[config.mk]
export PLATFORM = sky130hd
export DESIGN_NAME = prewish_mentor
export DESIGN_NICKNAME = d
export VERILOG_FILES = /design/src/rtl/prewish_mentor.sv
export SDC_FILE = /design/constraint.sdc
export NUM_CORES = 1
export LEC_CHECK = 0
export ABC_AREA = 1
export ABC_CLOCK_PERIOD_IN_PS = 2960
export CORE_MARGIN = 4
export CORE_UTILIZATION = 38
export CTS_CLUSTER_DIAMETER = 60
export DETAILED_ROUTE_END_ITERATION = 10
export SLEW_MARGIN = 15
export SYNTH_ARGS = -nofsm -noshare
export SYNTH_HDL_FRONTEND = slang
export SYNTH_SLANG_ARGS = --single-unit
[constraint.sdc]
create_clock -name CLK_I -period 2.96 [get_ports CLK_I]
set_input_delay 0.888 -clock CLK_I [delete_from_list [all_inputs] [get_ports CLK_I]]
set_output_delay 0.888 -clock CLK_I [all_outputs]
set_load 0.01 [all_outputs]
[src/rtl/prewish_mentor.sv]
// prewish_mentor: Wishbone-style initiator that strobes a rotating table of LED masks into the blinky student
// Ports:
//   CLK_I    rising-edge system clock
//   RST_I    asynchronous active-low reset
//   i_run    level, 1 = sequence patterns, 0 = stop once any strobe in progress completes
//   i_next   synchronised button, rising edge forces an early advance during dwell
//   STB_O    registered strobe to the student
//   DAT_O    registered mask data to the student
//   o_index  index of the pattern currently loaded or being loaded
//   o_busy   registered, 1 whenever the FSM is not idle
module prewish_mentor #(
    parameter logic [7:0] MASK0      = 8'b10100000,
    parameter logic [7:0] MASK1      = 8'b11110000,
    parameter logic [7:0] MASK2      = 8'b10101010,
    parameter logic [7:0] MASK3      = 8'b11001100,
    parameter int         STB_CYCLES = 2,
    parameter int         DWELL_BITS = 26
) (
    input  logic       CLK_I,
    input  logic       RST_I,
    input  logic       i_run,
    input  logic       i_next,
    output logic       STB_O,
    output logic [7:0] DAT_O,
    output logic [1:0] o_index,
    output logic       o_busy
);
    // A zero strobe length still needs one cycle for the student to latch the data
    localparam int STB_N = (STB_CYCLES < 1) ? 1 : STB_CYCLES;
    localparam int CW = $clog2(STB_N + 1);
    localparam logic [CW-1:0] STB_LAST = CW'(STB_N);

    typedef enum logic [1:0] {IDLE, STROBE, DWELL} state_t;

    state_t                state_q, state_d;
    logic [CW-1:0]         scnt_q, scnt_d;
    logic [DWELL_BITS-1:0] dcnt_q, dcnt_d;
    logic [7:0]            dat_q, dat_d;
    logic [1:0]            idx_q, idx_d;
    logic                  stb_q, stb_d;
    logic                  busy_q, busy_d;
    logic                  next_q;
    logic                  nxt;

    function automatic logic [7:0] mask_of(input logic [1:0] i);
        return (i == 2'd0) ? MASK0 : (i == 2'd1) ? MASK1 : (i == 2'd2) ? MASK2 : MASK3;
    endfunction

    assign nxt = i_next & ~next_q;

    always_comb begin
        state_d = state_q;
        scnt_d  = scnt_q;
        dcnt_d  = dcnt_q;
        dat_d   = dat_q;
        idx_d   = idx_q;
        stb_d   = stb_q;
        case (state_q)
            IDLE: begin
                stb_d = 1'b0;
                // Resuming re-strobes the current index rather than advancing
                if (i_run) begin
                    state_d = STROBE;
                    stb_d   = 1'b1;
                    dat_d   = mask_of(idx_q);
                    scnt_d  = CW'(1);
                end
            end
            STROBE: begin
                // Dropping i_run never truncates a strobe; it only diverts the exit to IDLE
                if (scnt_q == STB_LAST) begin
                    stb_d   = 1'b0;
                    dcnt_d  = '0;
                    state_d = i_run ? DWELL : IDLE;
                end else begin
                    scnt_d = scnt_q + CW'(1);
                end
            end
            DWELL: begin
                if (!i_run) begin
                    state_d = IDLE;
                end else if (nxt || (&dcnt_q)) begin
                    state_d = STROBE;
                    idx_d   = idx_q + 2'd1;
                    dat_d   = mask_of(idx_q + 2'd1);
                    stb_d   = 1'b1;
                    scnt_d  = CW'(1);
                end else begin
                    dcnt_d = dcnt_q + DWELL_BITS'(1);
                end
            end
            default: state_d = IDLE;
        endcase
        busy_d = (state_d != IDLE);
    end

    always_ff @(posedge CLK_I or negedge RST_I) begin
        if (!RST_I) begin
            state_q <= IDLE;
            scnt_q  <= '0;
            dcnt_q  <= '0;
            dat_q   <= '0;
            idx_q   <= '0;
            stb_q   <= 1'b0;
            busy_q  <= 1'b0;
            next_q  <= 1'b0;
        end else begin
            state_q <= state_d;
            scnt_q  <= scnt_d;
            dcnt_q  <= dcnt_d;
            dat_q   <= dat_d;
            idx_q   <= idx_d;
            stb_q   <= stb_d;
            busy_q  <= busy_d;
            next_q  <= i_next;
        end
    end

    assign STB_O   = stb_q;
    assign DAT_O   = dat_q;
    assign o_index = idx_q;
    assign o_busy  = busy_q;
endmodule

==> impl_metrics.json <==
{
  "ios": 16,
  "synth_edf_count": 0,
  "multi_input_area_um2": 1530,
  "p_comb_share_pct": 40.1,
  "cp_cell_sequence": "clkdlybuf4s50_1",
  "die_area_um2": 8750,
  "clock_power_share_pct": 23.7,
  "synth_top_family_by_area": "simple AND/OR/NAND/NOR gates",
  "cts_buffer_depth": 2,
  "worst-path-buf-inv": 1,
  "p_sw_share_pct": 38.9,
  "rows": 30,
  "final_layout_size_suffix_gt1_share_pct": 9.34,
  "fmax_mhz": 448,
  "yosys.area.top_type": "dfrtp_1",
  "drv_slew": 0,
  "maxCapViolCount": 0,
  "core_area_um2": 6940,
  "wl_mm": 5.94,
  "yosys_warnings": 0,
  "pre_cts_ws_ns": 0.475,
  "via_count": 2321,
  "p_sw_uw": 778,
  "post-route-util_pct": 44.6,
  "setup_tns_ns": 0,
  "grt.total_usage_pct": 15.2,
  "place_congestion": 0.879,
  "die-height_um": 93.5,
  "dpl.cell_count": 484,
  "placed_cell_area_um2": 2990,
  "instances_no_fill": 492,
  "busiest_layer": "met2",
  "slew_headroom_pct": 63.5,
  "grt_pass1_vias": 2344,
  "cellInternalPower_mw": 1.22,
  "clkLatencyLatePin_ns": 0.31,
  "clock_skew_ns": 0.00905,
  "final_cell_mix": "nand2_1, nor2_1, dfrtp_1, inv_1, nand3_1",
  "worst_r2r_path_depth": 10,
  "yosysUniqueCellTypes": 33,
  "min_period_ns": 2.23,
  "hpwl_mm": 4.46,
  "final_cell_area_um2": 3100,
  "ys_seq_elements": 42,
  "endpoint_kind": "output pin",
  "post_cts_buffers": 0,
  "worst-setup-path-type": "flip-flop to output pin",
  "rsz0062_at_grt": "no",
  "crit_path_max_incr_delay_ns": 0.58,
  "wire_per_inst_um": 12.1,
  "critPathRequiredTime_ns": 2.07,
  "synth_seq_area_share_pct": 37.8,
  "grt_pass1_wl_mm": 10.6,
  "synth_adder_area_share_pct": 5.85,
  "cts.sinks": 42,
  "die_w_um": 93.5,
  "hold_buffers": 0,
  "slowest_stage": "clkdlybuf4s50_1",
  "ant_nets": 0,
  "area_growth_pct": 11.5,
  "viasPerCell": 4.72,
  "seq_area_um2": 1050,
  "pwr-share-seq_pct": 36.2,
  "syn_area_per_cell_um2": 7.29,
  "htreeDepth": 2,
  "dr.first_iter.drc_count": 91,
  "grt_max_degree": 43,
  "leakage_nw": 1.38,
  "r2r_slack_ns": 0.87,
  "clk_pin_slew_ns": 0.09,
  "diodes": 0,
  "cts_tree": "yes",
  "ir_worst_vdd_mv": 0.397,
  "crit_fanout": 6,
  "ctsRootBufferMaster": "clkbuf_8",
  "gr-usage-met1_pct": 19.6,
  "final_common_cell": "nand2_1",
  "grt_util_met2_pct": 25.6,
  "grt_use_met3_pct": 3.06,
  "synthTopCellsByArea": "dfrtp_1, nand2_1, nor2_1",
  "synth_xor_area_share_pct": 5.36,
  "period_share_pct": 75.4,
  "cts_made_buffers": 5,
  "fin_ws_ns": 0.728,
  "min_path_cells": 2,
  "yosysTopAreaCellShare_pct": 37.8,
  "initial_core_util_pct": 40.0,
  "grt_overflow_total": 0,
  "muxShareOfSynthArea_pct": 0.720,
  "synth_async_sr_flop_share_pct": 100,
  "hold_viol_final": 0,
  "io_buffers": 14,
  "cp-start-kind": "flip-flop",
  "syn_area_um2": 2780,
  "hp-class": "flip-flop to flip-flop",
  "status": "complete, no violations",
  "synth_simple_gate_area_share_pct": 36.6,
  "fill_cells": 743,
  "synth_ff_type": "dfrtp_1",
  "tightest_slew_ns": 0.548,
  "setup_violations": 0,
  "first_pass_iters": 4,
  "antenna_found_initial": 0,
  "critical-path-top-delay-family": "buffers and inverters",
  "critical_path_arrival_ns": 1.34,
  "path_depth": 1,
  "powerDensity_nw_per_um2": 645,
  "synth_fp_nets": 398,
  "nets": 412,
  "ctsResizeCount": 0,
  "syn_inst": 381,
  "synth_compound_area_share_pct": 6.26,
  "drc_errors": 0
}
## final timing paths
kind	start	end
worst max-delay path	o_index[0]	o_index[0]
worst min register to register	DAT_O[7]	DAT_O[7]
min in group asynchronous	RST_I	dcnt_q[10]
worst min-delay path	DAT_O[7]	DAT_O[7]
max in group asynchronous	RST_I	dcnt_q[14]
worst max register to register	dcnt_q[0]	dcnt_q[21]
## state kept, by name (all words and copies together), names as in the netlist
| name | count |
|---|---|
| STB_O | 1 |
| o_index | 2 |
| state_q | 2 |
| next_q | 1 |
| DAT_O | 7 |
| scnt_q | 2 |
| o_busy | 1 |
| dcnt_q | 26 |
## power by group through the flow
| stage | clock (mW) | sequential (mW) | combinational [mW] |
|---|---|---|---|
| after floorplan | 0 | 0.758 | 0.585 |
| after global placement | 0 | 0.737 | 0.807 |
| after detailed placement | 0 | 0.737 | 0.814 |
| after CTS | 0.485 | 0.727 | 0.822 |
| after global routing | 0.513 | 0.739 | 0.918 |
| final | 0.473 | 0.724 | 0.801 |
## cell families (layout without fill, tap and decap cells)
logic type / Yosys count / count (layout)
other: 1 / 1
xor gates and xnor gates: 17 / 17
and+or+nand+nor: 235 / 235
AOI/OAI and AO/OA: 27 / 27
muxes: 2 / 2
buffers and inverters: 44 / 59
adders and majority gates: 13 / 13
DFF: 42 / 42
## per-stage QoR
step,power (mW),hold WS [ns]
final,2.00,0.483
after floorplan,1.34,0.457
after CTS,2.03,0.482
after global routing,2.17,0.514
after detailed placement,1.55,0.454
after global placement,1.54,0.450
## tightest hold or removal path, cell delays in order, from the launching register on
cell and delay, ns:
dfrtp_1 0.36, inv_1 0.04, nand2_1 0.05
## synthesized netlist by cell type (all sizes together) (2+ instances only)
cell type and instances:
nor3b 2, a21oi 5, xnor2 5, nor2 53, nand4 3, inv 33
nor3 11, ha 13, nand2 139, xor2 12, dfrtp 42, or2 3
mux2i 2, o21ai 19, nand3 24, clkbuf 3, buf 8
## cell type report
type	count	area share, %
multi-input cells	295	49.2
flip-flops and latches	42	33.9
repair buffers	18	5.33
inverters	33	4.00
well taps	96	3.88
clock buffers	5	2.22
clock inverters	3	1.41
## layer usage
layer,share of wire [%],vias to the layer above
li1,-,1212
met5,0,-
met2,47,30
met3,3.2,6
met4,1.2,0
met1,48,1073
Note: power is estimated with default switching activity, not from simulation.
